File: src/rtl/u409_ata_pio_sequencer_pkg.sv
// Shared definitions for the U409 ATA PIO sequencer: state encoding, default timings, counter width.
// Latency: n/a (package only).
// Backpressure: n/a (package only).
package u409_ata_pkg;

  localparam int CNT_W = 8;

  // Default timings in CLK40 clocks (25 ns each).
  localparam int T1_PIO0_DEF       = 3;
  localparam int T2_PIO0_DEF       = 7;
  localparam int TREC_PIO0_DEF     = 13;
  localparam int T1_PIO4_DEF       = 1;
  localparam int T2_PIO4_DEF       = 3;
  localparam int TREC_PIO4_DEF     = 1;
  localparam int IORDY_TIMEOUT_DEF = 255;

  typedef enum logic [2:0] {
    ST_IDLE,
    ST_SETUP,
    ST_STROBE,
    ST_HOLD,
    ST_RECOVER
  } state_t;

  // Counter reload value for a state lasting 'clocks' clocks.
  // The state exits on the edge where the counter reads zero.
  function automatic logic [CNT_W-1:0] cnt_load(input int clocks);
    return CNT_W'(clocks - 1);
  endfunction

endpackage

File: src/rtl/u409_ata_pio_sequencer_if.sv
// CPU-side request and ATA-side strobe signals of the PIO sequencer.
// Latency: n/a (wiring only).
// Backpressure: none; BUSY and ATA_TACK tell the CPU side when a cycle is done.
// Ports: TSn/RnW/ATA_SPACE/ATA_SEC (decoded request), PPIO/SPIO (jumpers), IORDY (async ready),
//        IORn/IOWn/ATA_CYC/DLATCH (ATA bus), ATA_TACK/ATA_TIMEOUT/BUSY (status to transfer-ack logic).
interface u409_ata_pio_sequencer_if;

  logic TSn;
  logic RnW;
  logic ATA_SPACE;
  logic ATA_SEC;
  logic PPIO;
  logic SPIO;
  logic IORDY;

  logic IORn;
  logic IOWn;
  logic ATA_CYC;
  logic DLATCH;
  logic ATA_TACK;
  logic ATA_TIMEOUT;
  logic BUSY;

  modport master (
    output TSn, RnW, ATA_SPACE, ATA_SEC, PPIO, SPIO, IORDY,
    input  IORn, IOWn, ATA_CYC, DLATCH, ATA_TACK, ATA_TIMEOUT, BUSY
  );

  modport slave (
    input  TSn, RnW, ATA_SPACE, ATA_SEC, PPIO, SPIO, IORDY,
    output IORn, IOWn, ATA_CYC, DLATCH, ATA_TACK, ATA_TIMEOUT, BUSY
  );

endinterface

File: src/rtl/u409_ata_pio_sequencer_sync2.sv
// Generic two-flop synchronizer for a single asynchronous input.
// Latency: 2 clocks from input change to q.
// Backpressure: none.
// Ports: clk, rst (sync, active-high), d (async input), q (synchronized output).
module u409_sync2 #(
  parameter logic RST_VAL = 1'b0
) (
  input  logic clk,
  input  logic rst,
  input  logic d,
  output logic q
);

  logic meta;

  always_ff @(posedge clk) begin
    if (rst) begin
      meta <= RST_VAL;
      q    <= RST_VAL;
    end else begin
      meta <= d;
      q    <= meta;
    end
  end

endmodule

File: src/rtl/u409_ata_pio_sequencer.sv
// Turns a decoded ATA register hit into a timed PIO cycle with IORDY extension and a one-clock ack.
// Latency: start edge to ATA_TACK = T1 + T2 + IORDY extension clocks; BUSY until recovery ends.
// Backpressure: one-deep pending slot for a start seen while busy; further starts are dropped.
// Ports: CLK40, RESET (sync, active-high), bus (slave side: request in, ATA strobes and status out).
module u409_ata_pio_sequencer
  import u409_ata_pkg::*;
#(
  parameter int T1_PIO0       = T1_PIO0_DEF,
  parameter int T2_PIO0       = T2_PIO0_DEF,
  parameter int TREC_PIO0     = TREC_PIO0_DEF,
  parameter int T1_PIO4       = T1_PIO4_DEF,
  parameter int T2_PIO4       = T2_PIO4_DEF,
  parameter int TREC_PIO4     = TREC_PIO4_DEF,
  parameter int IORDY_TIMEOUT = IORDY_TIMEOUT_DEF
) (
  input logic                      CLK40,
  input logic                      RESET,
  u409_ata_pio_sequencer_if.slave  bus
);

  localparam logic [CNT_W-1:0] EXT_MAX = CNT_W'(IORDY_TIMEOUT);

  state_t           state_q, state_d;
  logic [CNT_W-1:0] cnt_q, cnt_d;
  logic [CNT_W-1:0] ext_q, ext_d;
  // Only direction and timing mode are kept per cycle; the channel select
  // itself is decoded into PCS/SCS outside this block.
  logic             rnw_q, rnw_d;
  logic             pio4_q, pio4_d;
  logic             tout_q, tout_d;
  logic             pend_q, pend_d;
  logic             pend_rnw_q, pend_rnw_d;
  logic             pend_pio4_q, pend_pio4_d;

  logic iorn_q, iorn_d, iown_q, iown_d, cyc_q, cyc_d;
  logic tack_q, tack_d, tmo_q, tmo_d, busy_q, busy_d;

  logic iordy_s;
  logic start, start_pio4;
  logic go_setup, go_rnw, go_pio4;

  u409_sync2 #(.RST_VAL(1'b1)) u_iordy_sync (
    .clk (CLK40),
    .rst (RESET),
    .d   (bus.IORDY),
    .q   (iordy_s)
  );

  assign start      = !bus.TSn && bus.ATA_SPACE;
  assign start_pio4 = bus.ATA_SEC ? bus.SPIO : bus.PPIO;

  // State register (outputs are registered alongside so they change right after the edge).
  always_ff @(posedge CLK40) begin
    if (RESET) begin
      state_q     <= ST_IDLE;
      cnt_q       <= '0;
      ext_q       <= '0;
      rnw_q       <= 1'b0;
      pio4_q      <= 1'b0;
      tout_q      <= 1'b0;
      pend_q      <= 1'b0;
      pend_rnw_q  <= 1'b0;
      pend_pio4_q <= 1'b0;
      iorn_q      <= 1'b1;
      iown_q      <= 1'b1;
      cyc_q       <= 1'b0;
      tack_q      <= 1'b0;
      tmo_q       <= 1'b0;
      busy_q      <= 1'b0;
    end else begin
      state_q     <= state_d;
      cnt_q       <= cnt_d;
      ext_q       <= ext_d;
      rnw_q       <= rnw_d;
      pio4_q      <= pio4_d;
      tout_q      <= tout_d;
      pend_q      <= pend_d;
      pend_rnw_q  <= pend_rnw_d;
      pend_pio4_q <= pend_pio4_d;
      iorn_q      <= iorn_d;
      iown_q      <= iown_d;
      cyc_q       <= cyc_d;
      tack_q      <= tack_d;
      tmo_q       <= tmo_d;
      busy_q      <= busy_d;
    end
  end

  // Next-state logic.
  always_comb begin
    state_d     = state_q;
    cnt_d       = (cnt_q != '0) ? cnt_q - CNT_W'(1) : cnt_q;
    ext_d       = ext_q;
    rnw_d       = rnw_q;
    pio4_d      = pio4_q;
    tout_d      = tout_q;
    pend_d      = pend_q;
    pend_rnw_d  = pend_rnw_q;
    pend_pio4_d = pend_pio4_q;
    go_setup    = 1'b0;
    go_rnw      = bus.RnW;
    go_pio4     = start_pio4;

    if (state_q != ST_IDLE && start && !pend_q) begin
      pend_d      = 1'b1;
      pend_rnw_d  = bus.RnW;
      pend_pio4_d = start_pio4;
    end

    case (state_q)
      ST_IDLE: begin
        if (start) go_setup = 1'b1;
      end
      ST_SETUP: begin
        if (cnt_q == '0) begin
          state_d = ST_STROBE;
          cnt_d   = cnt_load(pio4_q ? T2_PIO4 : T2_PIO0);
        end
      end
      ST_STROBE: begin
        // Counter parked at zero marks the last minimum clock and every extension clock.
        if (cnt_q == '0) begin
          if (iordy_s) begin
            state_d = ST_HOLD;
          end else if (ext_q == EXT_MAX) begin
            state_d = ST_HOLD;
            tout_d  = 1'b1;
          end else begin
            ext_d = ext_q + CNT_W'(1);
          end
        end
      end
      ST_HOLD: begin
        state_d = ST_RECOVER;
        cnt_d   = cnt_load(pio4_q ? TREC_PIO4 : TREC_PIO0);
      end
      ST_RECOVER: begin
        if (cnt_q == '0) begin
          if (pend_q) begin
            go_setup = 1'b1;
            go_rnw   = pend_rnw_q;
            go_pio4  = pend_pio4_q;
            pend_d   = 1'b0;
          end else if (start) begin
            // Start on the last recovery clock goes straight to SETUP rather than parking.
            go_setup = 1'b1;
            pend_d   = 1'b0;
          end else begin
            state_d = ST_IDLE;
          end
        end
      end
      default: state_d = ST_IDLE;
    endcase

    if (go_setup) begin
      state_d = ST_SETUP;
      rnw_d   = go_rnw;
      pio4_d  = go_pio4;
      cnt_d   = cnt_load(go_pio4 ? T1_PIO4 : T1_PIO0);
      ext_d   = '0;
      tout_d  = 1'b0;
    end
  end

  // Output logic, decoded from the next state so the registered outputs line up with it.
  always_comb begin
    iorn_d = !(state_d == ST_STROBE && rnw_d);
    iown_d = !(state_d == ST_STROBE && !rnw_d);
    cyc_d  = state_d inside {ST_SETUP, ST_STROBE, ST_HOLD};
    tack_d = (state_d == ST_HOLD);
    tmo_d  = (state_d == ST_HOLD) && tout_d;
    busy_d = (state_d != ST_IDLE);
  end

  assign bus.IORn        = iorn_q;
  assign bus.IOWn        = iown_q;
  assign bus.ATA_CYC     = cyc_q;
  assign bus.ATA_TACK    = tack_q;
  assign bus.ATA_TIMEOUT = tmo_q;
  assign bus.BUSY        = busy_q;

  // Whether this strobe clock is the last depends on the synchronized IORDY
  // sampled at the closing edge, so DLATCH is decoded straight from flops.
  assign bus.DLATCH = (state_q == ST_STROBE) && rnw_q && (cnt_q == '0) &&
                      (iordy_s || ext_q == EXT_MAX);

endmodule

File: src/flat_wrapper.sv
// flat-port wrapper written by rule: the top's interface ports become plain ports
module u409_ata_pio_sequencer_flat import u409_ata_pkg::*;
#(
  parameter int T1_PIO0       = T1_PIO0_DEF,
  parameter int T2_PIO0       = T2_PIO0_DEF,
  parameter int TREC_PIO0     = TREC_PIO0_DEF,
  parameter int T1_PIO4       = T1_PIO4_DEF,
  parameter int T2_PIO4       = T2_PIO4_DEF,
  parameter int TREC_PIO4     = TREC_PIO4_DEF,
  parameter int IORDY_TIMEOUT = IORDY_TIMEOUT_DEF
)
  (CLK40, RESET, bus_TSn, bus_RnW, bus_ATA_SPACE, bus_ATA_SEC, bus_PPIO, bus_SPIO, bus_IORDY, bus_IORn, bus_IOWn, bus_ATA_CYC, bus_DLATCH, bus_ATA_TACK, bus_ATA_TIMEOUT, bus_BUSY);
  u409_ata_pio_sequencer_if bus_i ();
  input logic CLK40;
  input logic RESET;
  input wire logic [$bits(bus_i.TSn)-1:0] bus_TSn;
  input wire logic [$bits(bus_i.RnW)-1:0] bus_RnW;
  input wire logic [$bits(bus_i.ATA_SPACE)-1:0] bus_ATA_SPACE;
  input wire logic [$bits(bus_i.ATA_SEC)-1:0] bus_ATA_SEC;
  input wire logic [$bits(bus_i.PPIO)-1:0] bus_PPIO;
  input wire logic [$bits(bus_i.SPIO)-1:0] bus_SPIO;
  input wire logic [$bits(bus_i.IORDY)-1:0] bus_IORDY;
  output wire logic [$bits(bus_i.IORn)-1:0] bus_IORn;
  output wire logic [$bits(bus_i.IOWn)-1:0] bus_IOWn;
  output wire logic [$bits(bus_i.ATA_CYC)-1:0] bus_ATA_CYC;
  output wire logic [$bits(bus_i.DLATCH)-1:0] bus_DLATCH;
  output wire logic [$bits(bus_i.ATA_TACK)-1:0] bus_ATA_TACK;
  output wire logic [$bits(bus_i.ATA_TIMEOUT)-1:0] bus_ATA_TIMEOUT;
  output wire logic [$bits(bus_i.BUSY)-1:0] bus_BUSY;
  assign bus_i.TSn = bus_TSn;
  assign bus_i.RnW = bus_RnW;
  assign bus_i.ATA_SPACE = bus_ATA_SPACE;
  assign bus_i.ATA_SEC = bus_ATA_SEC;
  assign bus_i.PPIO = bus_PPIO;
  assign bus_i.SPIO = bus_SPIO;
  assign bus_i.IORDY = bus_IORDY;
  assign bus_IORn = bus_i.IORn;
  assign bus_IOWn = bus_i.IOWn;
  assign bus_ATA_CYC = bus_i.ATA_CYC;
  assign bus_DLATCH = bus_i.DLATCH;
  assign bus_ATA_TACK = bus_i.ATA_TACK;
  assign bus_ATA_TIMEOUT = bus_i.ATA_TIMEOUT;
  assign bus_BUSY = bus_i.BUSY;
  u409_ata_pio_sequencer #(.T1_PIO0(T1_PIO0), .T2_PIO0(T2_PIO0), .TREC_PIO0(TREC_PIO0), .T1_PIO4(T1_PIO4), .T2_PIO4(T2_PIO4), .TREC_PIO4(TREC_PIO4), .IORDY_TIMEOUT(IORDY_TIMEOUT)) u_core (.CLK40(CLK40), .RESET(RESET), .bus(bus_i));
endmodule
File: config.mk
export PLATFORM = sky130hd
export DESIGN_NAME = u409_ata_pio_sequencer_flat
export DESIGN_NICKNAME = d
export VERILOG_FILES = /design/src/rtl/u409_ata_pio_sequencer_pkg.sv /design/src/rtl/u409_ata_pio_sequencer_if.sv /design/src/rtl/u409_ata_pio_sequencer_sync2.sv /design/src/rtl/u409_ata_pio_sequencer.sv /design/src/flat_wrapper.sv
export SDC_FILE = /design/constraint.sdc
export NUM_CORES = 1
export LEC_CHECK = 0
export BUFFER_PORTS_ARGS = -buffer_cell sky130_fd_sc_hd__buf_2
export CORE_MARGIN = 2
export CORE_UTILIZATION = 23
export CTS_CLUSTER_DIAMETER = 80
export DETAILED_ROUTE_END_ITERATION = 6
export PLACE_DENSITY_LB_ADDON = 0.25
export SLEW_MARGIN = 10
export SYNTH_ARGS = -nofsm -noshare
export SYNTH_HDL_FRONTEND = slang
export SYNTH_SLANG_ARGS = --single-unit
File: constraint.sdc
create_clock -name CLK40 -period 4.8 [get_ports CLK40]
set_input_delay 0.96 -clock CLK40 [delete_from_list [all_inputs] [get_ports CLK40]]
set_output_delay 0.96 -clock CLK40 [all_outputs]
set_load 0.005 [all_outputs]
Word-level counts from Yosys, hierarchy flattened:

Cells that the tools add are included.

* flip-flop bits (word level): 33

* $add $sub $neg: 5
* equality and inequality tests: 8
* muxes and demuxes: 38
* bitwise logic cells: 2
* reductions and logical operators: 23

Operator list (count)
* $mux 3: 9
* $mux 8: 3
* $sub 8x2->8 const B: 3
* $mux 1: 21
* $pmux 8 s2: 1
* $pmux 3 s5: 1
* $eq 3x2->1 const B: 4
* $logic_and 1x1->1: 9
* $reduce_bool 3->1: 3
* $add 8x1->8 const B: 1
* $eq 8x8->1 const B: 1
* $logic_not 8->1: 1
* $reduce_bool 8->1: 1
* $sub 8x1->8 const B: 1
* $eq 3x1->1 const B: 2
* $logic_not 1->1: 5
* $mux 4: 1
* $reduce_and 4->1: 1
* $eq 3x3->1 const B: 1
* $logic_not 3->1: 1
* $mux 2: 1
* $not 1->1: 2
* $pmux 1 s2: 1
* $reduce_or 2->1: 1
* $logic_or 1x1->1: 1

Longest topological paths before layout:

* word-level depth: 10
* mapped depth: 8
* mapped depth without buffers: 8

Hierarchy:

A second synthesis with hierarchy kept.

* cell total of the unflattened synthesis: 174
* area, all modules: 1582.8 µm²

Modules (own cells, without submodules)
* u409_ata_pio_sequencer: times used 1, cells each 170, area each 1530.2 µm², sequential area each 620.6 µm²
* u409_sync2: times used 1, cells each 4, area each 52.6 µm², sequential area each 40.0 µm²

Worst setup path before layout:

OpenSTA, ideal clock, no wires.

* path kind: register -> output
* from: register u_core.cnt_q[0]
* to: output bus_DLATCH
* data arrival time: 1448 ps
* slack: 2392 ps
* stages on the path, launching flop included: 6
* cells stage by stage: dfxtp_1 > inv_1 > ha_1 > or3b_2 > nor4_2 > and3_1

* word-level cells in the longest chain between the ends: 3

RTL lines
* from (decl): line u409_ata_pio_sequencer.sv:24 `logic [CNT_W-1:0] cnt_q, cnt_d;`
* from (signal assigned): line u409_ata_pio_sequencer.sv:72 `cnt_q <= cnt_d;`
* $logic_not 8->1: line u409_ata_pio_sequencer.sv:185 `assign bus.DLATCH = (state_q == ST_STROBE) && rnw_q && (cnt_q == '0) &&`
* $logic_and 1x1->1 (2 in a row): line u409_ata_pio_sequencer.sv:185
* to (decl): line flat_wrapper.sv:26 `output wire logic [$bits(bus_i.DLATCH)-1:0] bus_DLATCH;`

No other way between the ends.

Worst setup path after layout:

Ends and elaborated chain as after synthesis.

==> results.md <==
### Die
• **number of top-level pins** 16
• **core area** 6794 um2
• **die height** 87.97 um
• **die width** 87.97 um
• **Core Rows** 30
• **effective utilization at floorplan** 23.87%
• **floorplan die area** 7738 um2

### Logic synthesis
• **sequential element share of the synthesized area** 40.74%
• **top cells by area, synth** dfxtp_1 41%, a21oi_1 5.2%, nor2_1 4.4%
• **synthesized area** 1622 um2
• **total of warnings raised by yosys** 0
• **number of distinct standard cells referenced by the synthesized netlist** 49
• **share of the synthesized area in the top cell type** 40.74%
• **cell taking the most area after synthesis** dfxtp_1
• **number of register bits inferred by synthesis** 33
• **number of nets produced by synthesis** 190
• **synthesized area per cell** 9.161 um2
• **Top FF cell, synth** dfxtp_1
• **number of enable-type register cells in the synthesized netlist** 0
• **Post-Syn Instances** 177
• **proportion of synthesized flip-flops having asynchronous set or reset** 0%

### Placement
• **total cell area at the placement stage** 1794 um2
• **Final HPWL DP** 2.419 mm
• **number of buffers added on ports** 15
• **final RePlAce weighted congestion** 0.7065

### Final layout
• **fin nets** 207
• **utilization after layout** 27.90%
• **share of layout cells above drive strength 1** 19.49%
• **area growth from synthesis to layout** 16.90%
• **number of fill cells in the layout** 743
• **Inserted Diodes** 0
• **largest registers ranked by flip-flop count** u_core.cnt_q: 8 flops, u_core.ext_q: 8 flops, u_core.state_q: 3 flops
• **Final Instance Area** 1896 um2

### Drt
• **Post-Route WL** 3.395 mm
• **number of iterations in the first detailed-routing pass** 4
• **number of design rule violations left after detail routing** 0
• **antenna-violating nets left** 0
• **overall via count from detail_route** 1340
• **average routed wire per standard cell** 11.67 um
• **Iter 0 DRT Violations** 49
• **vias per inst** 4.605

### Critical path
• **CP Class** reg -> out
• **data arrival time of the critical path** 1.96 ns
• **largest fanout on the critical path** 3
• **startpoint types** flop
• **endpoint required time on the critical path** 3.84 ns
• **endpoint kind of the worst setup timing path** output pin

### STA
• **time the worst path needs with I/O delays and setup** 2.917 ns
• **Final setup violation count** 0
• **final hold viol count** 0
• **Final Skew** 0.003984 ns
• **fin. max-slew vios** 0
• **Worst slew margin** 49.41%
• **peak clock frequency supported by timing** 0.3428 GHz
• **minimum hold slack** 0.4126 ns
• **Fin Setup TNS** 0 ns
• **RSZ-0062 raised after global routing** false
• **crit share post-route** 60.77%
• **measured slew at the worst slew-check pin** 0.7561 ns

### Clock network
• **PostCTS Resize Cnt** 0
• **Clock Sink Count** 33
• **clock edge transition at the registers on the reported setup and hold paths** 0.07 ns
• **post-CTS setup repair buffer count** 0
• **Clock H-tree levels** 2
• **TritonCTS clock tree** yes
• **Max Root-Sink Buffers** 2
• **total CTS buffers** 5
• **clock network latency to the later pin of the worst-skew pair** 0.29 ns
• **post-cts hold buffer count** 0
• **clock root buffer master** clkbuf_8

### Status
• **result of the run** finished clean

### Job
• **Maximum Capacitance Violations** 0

### Pwr
• **worst supply voltage drop on vdd** 0.1711 mV
• **power density of the placed cells** 508.5 nW/um2
• **overall power consumption** 963.9 uW
• **leakage power summed over all cells** 0.0006749 uW

### Global routing
• **global-route wire length before repair** 6.154 mm
• **overall fraction of global-route tracks in use** 9.998%
• **remaining global-route overflow** 0
• **antenna violations before repair** 0
• **via count of the first global-routing pass** 1286
• **pin count of the biggest net entering global routing** 18

### Hold path
• **Hold WC Path Type** reg -> reg

-- power breakdown --
part           internal, uW  total (uW)  leakage, uW  switching (uW)
clock                   130         233    0.0000542             103
combinational           157         367     0.000352             209
sequential              315         364     0.000269            49.3
-- per-stage QoR --
| stage | std cells | setup slack (ns) |
|---|---|---|
| after floorplan | 177 | 2.392 |
| final | 291 | 1.883 |
| after CTS | 291 | 1.867 |
| after global placement | 283 | 2.214 |
| after global routing | 291 | 1.759 |
| after detailed placement | 283 | 2.193 |
-- worst max-delay path, cell delays in order (launching register included) --
cell	delay (ns)
dfxtp_1	0.32
inv_1	0.10
ha_1	0.16
or3b_2	0.49
nor4_2	0.29
and3_1	0.21
buf_2	0.11
-- cell usage in the layout (no fill, tap or decap), drive strengths merged, types with 3 or more instances in the layout --
master | Yosys | layout
dfxtp | 33 | 33
nor2 | 19 | 19
a21oi | 17 | 17
buf | 3 | 15
o31ai | 8 | 8
nand2 | 7 | 7
clkbuf | 2 | 7
nand3 | 6 | 6
inv | 5 | 5
or4 | 5 | 5
nand4 | 4 | 4
nand2b | 4 | 4
or3 | 4 | 4
o21ai | 4 | 4
mux2i | 4 | 4
ha | 4 | 4
nor4 | 4 | 4
nor2b | 3 | 3
nand4b | 3 | 3
xor2 | 3 | 3
a21o | 3 | 3
or2 | 3 | 3
nor3 | 3 | 3
-- worst paths after layout --
check                                                         start                                to  slack, ns  depth (start not counted)
worst max-delay path                     u_core.cnt_q[0]$_SDFF_PP0_                        bus_DLATCH       1.88                          6
worst min-delay path            u_core.u_iordy_sync.meta$_SDFF_PP1_  u_core.u_iordy_sync.q$_SDFF_PP1_       0.41                          1
worst max register to register           u_core.cnt_q[0]$_SDFF_PP0_      u_core.ext_q[3]$_SDFFE_PP0P_       2.47                          6
worst min register to register  u_core.u_iordy_sync.meta$_SDFF_PP1_  u_core.u_iordy_sync.q$_SDFF_PP1_       0.41                          1
-- cells in the mapped netlist (all sizes together), types with 3 or more instances --
library cell and n:
ha 4, or2 3, nand4b 3, nor2b 3
nand4 4, o21ai 4, dfxtp 33, nand2b 4
o31ai 8, a21oi 17, nor3 3, nand2 7
or3 4, mux2i 4, nor2 19, nor4 4
xor2 3, or4 5, a21o 3, nand3 6
buf 3, inv 5
-- metal layers --
| layer | share of wire (%) | vias up | track usage [%] |
|---|---|---|---|
| met5 | 0 | - | 0 |
| met4 | 1.7 | 0 | 3.776 |
| met3 | 3.6 | 6 | 2.545 |
| met2 | 46 | 23 | 16.05 |
| met1 | 49 | 613 | 12.92 |
| li1 | - | 698 | - |
-- cells by family after synthesis --
group                      count (synthesis)  share of synthesized area, %
buffers and inverters                     10                         2.546
xor gates and xnor gates                   5                         2.701
DFF                                       33                         40.74
adders and majority gates                  4                         3.087
AOI/OAI and AO/OA                         43                         18.06
muxes                                      5                         3.164
and+or+nand+nor                           77                         29.71
-- area by class of cell --
cell class / instances / area [um2] / area share [%]
clock buffers: 7 / 96.34 / 5.083
clock inverters: 1 / 5.005 / 0.2640
inverters: 5 / 18.77 / 0.9901
multi-input cells: 134 / 919.6 / 48.51
flip-flops and latches: 33 / 660.6 / 34.85
well taps: 96 / 120.1 / 6.337
repair buffers: 15 / 75.07 / 3.960
No activity file was read; power rests on OpenSTA's default activity.
